`config.mk`:
```
export PLATFORM = sky130hd
export DESIGN_NAME = window_filter_controller
export DESIGN_NICKNAME = d
export VERILOG_FILES = /design/src/rtl/filter_pkg.sv /design/src/rtl/flex_counter.sv /design/src/rtl/window_filter_controller.sv
export SDC_FILE = /design/constraint.sdc
export NUM_CORES = 2
export LEC_CHECK = 0
export ABC_CLOCK_PERIOD_IN_PS = 16600
export BUFFER_PORTS_ARGS = -buffer_cell sky130_fd_sc_hd__clkbuf_2
export CAP_MARGIN = 30
export CELL_PAD_IN_SITES_DETAIL_PLACEMENT = 1
export CELL_PAD_IN_SITES_GLOBAL_PLACEMENT = 2
export CORE_MARGIN = 2
export CORE_UTILIZATION = 28
export DETAILED_ROUTE_END_ITERATION = 6
export HOLD_SLACK_MARGIN = 0.03
export PLACE_DENSITY = 0.54
export SYNTH_ARGS = -nofsm -noshare
export SYNTH_HDL_FRONTEND = slang
export SYNTH_SLANG_ARGS = --single-unit
```
`constraint.sdc`:
```
create_clock -name clk -period 16.6 [get_ports clk]
set_input_delay 2.49 -clock clk [delete_from_list [all_inputs] [get_ports clk]]
set_output_delay 2.49 -clock clk [all_outputs]
set_load 0.01 [all_outputs]
```
`src/rtl/filter_pkg.sv`:
```
// Shared types and kernel helpers for the window filter controller.
// Weights are the binomial rows; S is log2 of the 2-D kernel sum.
package filter_pkg;

  typedef enum logic [2:0] {
    ST_IDLE    = 3'd0,
    ST_LOAD    = 3'd1,
    ST_PROCESS = 3'd2,
    ST_OUT     = 3'd3,
    ST_FINAL   = 3'd4
  } state_t;

  typedef enum logic {
    MODE_GAUSS  = 1'b0,
    MODE_BYPASS = 1'b1
  } mode_t;

  localparam int MAX_K = 5;

  typedef logic [MAX_K-1:0][3:0] weights_t;

  function automatic weights_t kernel_weights(input int k);
    weights_t w;
    w = '0;
    case (k)
      32'sd3: begin
        w[0] = 4'd1;
        w[1] = 4'd2;
        w[2] = 4'd1;
      end
      32'sd5: begin
        w[0] = 4'd1;
        w[1] = 4'd4;
        w[2] = 4'd6;
        w[3] = 4'd4;
        w[4] = 4'd1;
      end
      default: w = '0;
    endcase
    return w;
  endfunction

  function automatic int shift_bits(input int k);
    int s;
    case (k)
      32'sd3:  s = 32'sd4;
      32'sd5:  s = 32'sd8;
      default: s = 32'sd0;
    endcase
    return s;
  endfunction

endpackage

```
`src/rtl/flex_counter.sv`:
```
// Synchronous up-counter with clear, enable and programmable rollover value.
module flex_counter #(
  parameter int WIDTH = 4
) (
  input  logic             clk,
  input  logic             rst,
  input  logic             clear,
  input  logic             count_enable,
  input  logic [WIDTH-1:0] rollover_val,
  output logic [WIDTH-1:0] count_out,
  output logic             rollover_flag
);

  assign rollover_flag = (count_out == rollover_val);

  always_ff @(posedge clk) begin
    if (rst) begin
      count_out <= '0;
    end else if (clear) begin
      count_out <= '0;
    end else if (count_enable) begin
      if (rollover_flag) begin
        count_out <= '0;
      end else begin
        count_out <= count_out + {{(WIDTH-1){1'b0}}, 1'b1};
      end
    end
  end

endmodule

```
`src/rtl/window_filter_controller.sv`:
```
// Strip controller: shifts image columns into a KxROWS window and emits one
// Gaussian-filtered (or centre-bypassed) column of N_OUT pixels per step.
module window_filter_controller
  import filter_pkg::*;
#(
  parameter int PIX_W = 8,
  parameter int N_OUT = 16,
  parameter int K     = 5
) (
  input  logic                           clk,
  input  logic                           rst,
  input  logic                           start,
  input  logic [15:0]                    cols_total,
  input  logic                           mode,
  input  logic                           in_valid,
  output logic                           in_ready,
  input  logic [(N_OUT+K-1)*PIX_W-1:0]   in_col,
  output logic                           out_valid,
  input  logic                           out_ready,
  output logic [N_OUT*PIX_W-1:0]         out_col,
  output logic                           filter_final,
  output logic                           busy
);

  localparam int ROWS   = N_OUT + K - 1;
  localparam int S      = shift_bits(K);
  localparam int ACC_W  = PIX_W + S;
  localparam int HALF   = (S > 0) ? (1 << (S - 1)) : 0;
  localparam int CENTER = (K - 1) / 2;
  localparam int IDX_W  = (N_OUT > 1) ? $clog2(N_OUT) : 1;
  localparam int RW     = $clog2(ROWS);
  localparam weights_t W = kernel_weights(K);

  generate
    if (K != 3 && K != 5) begin : g_bad_k
      $error("window_filter_controller: K must be 3 or 5");
    end
  endgenerate

  state_t             state;
  state_t             next_state;
  mode_t              mode_q;
  logic [15:0]        cols_q;
  logic [15:0]        count;
  logic [15:0]        count_inc;
  logic               accept;
  logic [IDX_W-1:0]   idx;
  logic               idx_last;
  logic [PIX_W-1:0]   pix;
  logic [PIX_W-1:0]   win [K][ROWS];

  flex_counter #(
    .WIDTH(IDX_W)
  ) u_index (
    .clk          (clk),
    .rst          (rst),
    .clear        (state != ST_PROCESS),
    .count_enable (state == ST_PROCESS),
    .rollover_val (IDX_W'(N_OUT - 1)),
    .count_out    (idx),
    .rollover_flag(idx_last)
  );

  // Next-state logic; the accepted count is compared after the increment.
  always_comb begin
    next_state = state;
    accept     = 1'b0;
    count_inc  = count + 16'd1;
    case (state)
      ST_IDLE: begin
        if (start) begin
          next_state = (cols_total == 16'd0) ? ST_FINAL : ST_LOAD;
        end else begin
          next_state = ST_IDLE;
        end
      end
      ST_LOAD: begin
        if (in_valid && in_ready) begin
          accept = 1'b1;
          if (count_inc >= 16'(K)) begin
            next_state = ST_PROCESS;
          end else if (count_inc == cols_q) begin
            next_state = ST_FINAL;
          end else begin
            next_state = ST_LOAD;
          end
        end else begin
          next_state = ST_LOAD;
        end
      end
      ST_PROCESS: begin
        if (idx_last) begin
          next_state = ST_OUT;
        end else begin
          next_state = ST_PROCESS;
        end
      end
      ST_OUT: begin
        if (out_ready) begin
          next_state = (count == cols_q) ? ST_FINAL : ST_LOAD;
        end else begin
          next_state = ST_OUT;
        end
      end
      ST_FINAL: next_state = ST_IDLE;
      default:  next_state = ST_IDLE;
    endcase
  end

  // Handshake/status flags are registered from the next state.
  always_ff @(posedge clk) begin
    if (rst) begin
      state        <= ST_IDLE;
      in_ready     <= 1'b0;
      out_valid    <= 1'b0;
      filter_final <= 1'b0;
      busy         <= 1'b0;
    end else begin
      state        <= next_state;
      in_ready     <= (next_state == ST_LOAD);
      out_valid    <= (next_state == ST_OUT);
      filter_final <= (next_state == ST_FINAL);
      busy         <= (next_state != ST_IDLE);
    end
  end

  always_ff @(posedge clk) begin
    if (rst) begin
      count  <= 16'd0;
      cols_q <= 16'd0;
      mode_q <= MODE_GAUSS;
      for (int c = 0; c < K; c++) begin
        for (int r = 0; r < ROWS; r++) begin
          win[c][r] <= '0;
        end
      end
    end else if (state == ST_IDLE && start) begin
      count  <= 16'd0;
      cols_q <= cols_total;
      mode_q <= mode_t'(mode);
      for (int c = 0; c < K; c++) begin
        for (int r = 0; r < ROWS; r++) begin
          win[c][r] <= '0;
        end
      end
    end else if (accept) begin
      count <= count_inc;
      // Column K-1 is newest; column 0 falls off the window.
      for (int c = 0; c < K - 1; c++) begin
        win[c] <= win[c+1];
      end
      for (int r = 0; r < ROWS; r++) begin
        win[K-1][r] <= in_col[r*PIX_W +: PIX_W];
      end
    end
  end

  // One output pixel per PROCESS cycle, rows idx..idx+K-1.
  always_comb begin
    logic [ACC_W-1:0] acc;
    logic [ACC_W-1:0] rounded;
    logic [RW-1:0]    row;
    acc     = '0;
    rounded = '0;
    row     = '0;
    for (int r = 0; r < K; r++) begin
      row = RW'(idx) + RW'(r);
      for (int c = 0; c < K; c++) begin
        acc = acc + ACC_W'(W[r]) * ACC_W'(W[c]) * ACC_W'(win[c][row]);
      end
    end
    rounded = acc + ACC_W'(HALF);
    if (mode_q == MODE_BYPASS) begin
      pix = win[CENTER][RW'(idx) + RW'(CENTER)];
    end else begin
      pix = rounded[S +: PIX_W];
    end
  end

  always_ff @(posedge clk) begin
    if (rst) begin
      out_col <= '0;
    end else if (state == ST_PROCESS) begin
      out_col[idx*PIX_W +: PIX_W] <= pix;
    end
  end

endmodule

```
Yosys cells after proc, flatten, opt, wreduce, memory -nomap -nowiden. Memories as Yosys holds them, arrays and structs flattened. Index checks and enable logic that the tools add are counted. Widths: inputs -> output; s select.

Memories kept: 1. Word-level logic and storage cells: 580. Input bits: 182. Flip-flop bits (word level): 172. Bits in writable memories: 800. Output and inout port bits: 132.

Memories: win (depth 5, bits a word 160, read ports 5, clocked after memory_dff 0, write ports 5, line window_filter_controller.sv:50) `logic [PIX_W-1:0] win [K][ROWS];`.

Shift-type cells: 2. Mux-type cells: 298. $add $sub $neg: 32. Reduce and logical (&&, ||, !) cells: 7. Eq/ne operators: 10. $lt $le $gt $ge: 6. Bitwise logic cells: 205. Multipliers: 9.

Operator list (count): $mux 8 (251); $bmux 8 s5 (25); $or 1x1->1 (200); $bwmux 128 (1); $shift 8x34->128 const A (1); $shiftx 8x34->128 (1); $add 16x10->16 (5); $mul 2x8->10 const A (8); $add 16x13->16 (4); $add 16x11->16 (3); $add 16x12->16 (3); $neg 7->34 (1); $add 16x8->16 (2); $eq 16x16->1 (2); $ge 6x6->1 const B (5); $not 5->6 (4); $mux 3 (7); $add 15x12->16 (1); $add 16x1->16 const B (1); $add 16x14->16 (1); $add 16x8->16 const B (1); $ge 16x3->1 const B (1); $logic_not 16->1 (1); $add 14x10->15 (1); 22 further kinds (39).

Longest topological paths before layout.
Depth in word-level cells: 32. Mapped depth: 47. Depth with buffers taken out: 36.

Modules after synthesis. From an unflattened synthesis, not the netlist that was laid out.

Cells, all modules: 5106. Area total of the unflattened synthesis: 69336.5 µm².

By module, submodules not included: window_filter_controller (cells an instance 5078, seq. area each 27386.3 µm², times used 1, area each 69028.7 µm²); flex_counter (cells an instance 28, seq. area each 80.1 µm², times used 1, area each 307.8 µm²).

Worst setup path before layout. Ideal clock, no wire load.

Path type: input to register. Start point: input port start. End point: memory win[0][0] in the netlist's numbering (enable). Setup slack: 0.238 ns. Cell stages on the path: 3. Library setup time: 0.989 ns. Required time: 15.611 ns. Buffers on the path: 0. Data arrival time: 15.373 ns. Cells stage by stage: nor4b_1 nor3_1 inv_1.

RTL lines: start: declaration (line window_filter_controller.sv:12) `input logic start,`; end: declaration (line window_filter_controller.sv:50).

Worst setup path after layout.
Start point: register u_index.count_out[2]. End point: register out_col[45].

Cells in the longest elaborated chain, start to end: 32. Elaborated cells between the ends (all ways): 123. Those cells by class: 30 x add/sub; 9 x mul; 2 x shift; 77 x mux; 5 x bitwise.

Ends and longest elaborated chain: start: declaration (line flex_counter.sv:10) `output logic [WIDTH-1:0] count_out,`; start signal: assignment (line flex_counter.sv:25) `count_out <= count_out + {{(WIDTH-1){1'b0}}, 1'b1};`; $not 4->6 (not written as such) (line window_filter_controller.sv:169) `acc = acc + ACC_W'(W[r]) * ACC_W'(W[c]) * ACC_W'(win[c][row]);`; $bmux 8 s5 (line window_filter_controller.sv:169); $mux 8 (not written as such) (2 in a row) (line window_filter_controller.sv:169); $mul 2x8->10 / $add 8x10->11 (equally long branches) (line window_filter_controller.sv:169); $add 11x11->12 (line window_filter_controller.sv:169); $add 12x10->13 (line window_filter_controller.sv:169); $add 13x8->14 (line window_filter_controller.sv:169); $add 14x10->15 (line window_filter_controller.sv:169); (+15 left out); $add 16x10->16 (line window_filter_controller.sv:169); $add 16x11->16 (line window_filter_controller.sv:169); $add 16x10->16 (line window_filter_controller.sv:169); $add 16x8->16 (line window_filter_controller.sv:169); $add 16x8->16 (line window_filter_controller.sv:172) `rounded = acc + ACC_W'(HALF);`; $mux 8 (line window_filter_controller.sv:173) `if (mode_q == MODE_BYPASS) begin`; $shiftx 8x34->128 (line window_filter_controller.sv:184) `out_col[idx*PIX_W +: PIX_W] <= pix;`; $bwmux 128 (*) (line window_filter_controller.sv:184); end signal: indexed assignment (line window_filter_controller.sv:184); end: declaration (line window_filter_controller.sv:20) `output logic [N_OUT*PIX_W-1:0] out_col,`.

Every way passes the cells marked *; elsewhere a longest branch is shown, timed or not. The select of a mux whose other input is x is not followed. A chain may end at the register's enable or synchronous reset.

==> results.cfg <==
[logic_synthesis]
synth_area_um2 = 69800
syn-instance-count = 5135
synth_fp_nets = 5641
ys_ff_latch = 972
syn-mean-instance-area_um2 = 13.6
synth_seq_area_share = 0.393
async_flop_share = 0
ys_dominant_reg_cell = edfxtp_1
synth.area.top_cells = edfxtp_1, mux4_2, and2_1
yosys_warnings = 0
synth_area_leader_cell = edfxtp_1
synth.top_cell.area_share = 0.344
synth.most_common_cell = mux4_2
synth_cell_types = 75
synth.top_cells.by_count = mux4_2, and2_1, edfxtp_1, nand2_1, inv_1
synth_edf_count = 800

[clocking]
numCtsBuffers = 117
clk_latency_ns = 0.80
cts_tree = built
cts-root-buf = clkbuf_16
cts.sinks = 972
ctsHoldBuffers = 0
htreeDepth = 3
clock_path_buffers = 3
cts_setup_buffers = 0
ctsResizeCount = 0
cts.clk_slew.worst_paths_ns = 0.06

[detailed_routing]
drtIter0Drc = 4587
ant_nets = 0
top_layer = met5
post_drt_wl_per_cell_um = 33.4
dr.pass1.iters = 5
drc_errors = 0
met3_length_um = 14500
met1_length_um = 131000
vias = 48100
viasPerCell = 5.52
drt-total-wl_um = 291000
wl_met2_um = 136000

[power]
p_leak_nw = 28.4
power_density_nw_per_um2 = 211
power_w = 0.0167
swShare = 0.528
clkPwrFrac = 0.163
peakVddDrop_uv = 1560
p_int_w = 0.00786
p_sw_w = 0.00881
p_seq_frac = 0.185
combPwrFrac = 0.653

[floorplan]
die-width_um = 503
core_um2 = 248000
io_pins = 314
die_y_um = 503
num_rows = 183
die_area_um2 = 253000
start_util = 0.281

[worst_setup_path]
cp.arrival_ns = 12.88
cp_slowest_cell = buf_4
crit_type = register to register
slowest_delay_ns = 0.72
required_ns = 17.21
critPathCaptureType = register
crit_fanout = 25
worstRegToRegCells = 34
cp_common_cell = fa_1
cp-start-kind = register

[placed_design]
gp_congestion = 0.922
dp_hpwl_um = 215000
io_buffers = 313
dp_slack_ns = 4.26

[worst_hold_path]
whs_path_depth = 2
hp-class = register to register

[sta]
setup_slack_ns = 4.33
rsz0062_at_grt = no
max_freq_mhz = 81.5
tns_ns = 0
finalCritPeriodShare = 0.739
clock_skew_ns = 0.0468
max_slew_margin = 0.259
hold_viol_final = 0
period_needed_ns = 12.27
maxSlewViolCount = 0
tightest_slew_ns = 1.11
hold-worst-slack_ns = 0.456
setup_viol = 0

[cells_and_area]
nFillCells = 26300
areaGrowthSynthToFinish_pct = 13.1
multi_input_area_um2 = 39600
drive_gt1_frac = 0.292
fin_nets = 5774
utilization = 0.318
seqCellArea_um2 = 27500

[grt]
grt_overflow = 0
grt_use_total = 0.228
grt_pass1_vias = 49900
grt_max_degree = 149
grt_pass1_wl_um = 408000
antenna_found_initial = 17

[run]
drv_cap = 0

[run_status]
status = finished, final reports clean
[stage by stage]
stage	cell area (µm²)	std cells
3_3_place_gp	74800	8471
6_report	79000	8706
2_1_floorplan	69800	5135
3_5_place_dp	74900	8476
4_1_cts	78900	8698
5_1_grt	79000	8703
[critical path: cells and delay by family (launching register included)]
family          cells  cell delay [ns]
xor+xnor            1             0.25
fa+ha+maj          11             5.10
buf+inv             8             1.76
flops               1             0.68
simple gates        4             0.94
compound gates      9             3.11
mux                 1             0.20
[kinds of logic (layout without fill, tap and decap cells)]
family / after synthesis / count (layout) / synth area share
and+or+nand+nor: 1572 / 1572 / 0.122
muxes: 981 / 981 / 0.301
DFF: 972 / 972 / 0.393
buffers and inverters: 691 / 927 / 0.0428
AOI/OAI and AO/OA: 495 / 495 / 0.0487
adders and majority gates: 324 / 324 / 0.0795
xor gates and xnor gates: 100 / 100 / 0.0126
other: 0 / 5 / 0
[sequential cells by signal (all words and copies together), names as in the netlist]
signal,cells
out_valid,1
cols_q,16
mode_q,1
busy,1
state,3
filter_final,1
count,16
win,800
u_index.count_out,4
in_ready,1
out_col,128
[routing by layer]
layer	global-route usage	vias up
li1	-	19900
met1	0.325	26200
met2	0.363	1645
met3	0.0264	337
met4	0.0680	4
met5	0	-
[layout make-up]
cell class	count	area share
Clock buffer	147	0.0420
Timing Repair Buffer	436	0.0337
Sequential cell	972	0.348
Inverter	269	0.0131
Clock inverter	75	0.00917
Tap cell	3330	0.0527
Antenna cell	5	0.000158
Multi-Input combinational cell	3472	0.501
[layout by cell type (no fill, tap or decap), drive strengths merged, types with 123 or more instances in the layout]
master  Yosys  layout
mux4      891     891
dfxtp     172     172
nor2      126     126
clkbuf    236     460
ha        124     124
buf       186     123
and2      811     811
inv       269     281
fa        200     200
edfxtp    800     800
nand2     377     377
a21oi     123     123
[power by group through the flow]
stage | Combinational (W) | Clock [W] | Sequential [W]
6_report | 0.0109 | 0.00271 | 0.00308
5_1_grt | 0.0117 | 0.00286 | 0.00309
4_1_cts | 0.0108 | 0.00278 | 0.00307
3_5_place_dp | 0.0107 | 0 | 0.00312
3_3_place_gp | 0.0107 | 0 | 0.00312
2_1_floorplan | 0.00973 | 0 | 0.00304
[final timing paths]
check | start | endpoint | slack, ns
max reg2reg | u_index.count_out[2]$_SDFFE_PP0P_ | out_col[45]$_SDFFE_PP0P_ | 4.33
max | u_index.count_out[2]$_SDFFE_PP0P_ | out_col[45]$_SDFFE_PP0P_ | 4.33
min reg2reg | out_col[99]$_SDFFE_PP0P_ | out_col[99]$_SDFFE_PP0P_ | 0.46
min | out_col[99]$_SDFFE_PP0P_ | out_col[99]$_SDFFE_PP0P_ | 0.46
No activity file was read; power rests on OpenSTA's default activity.
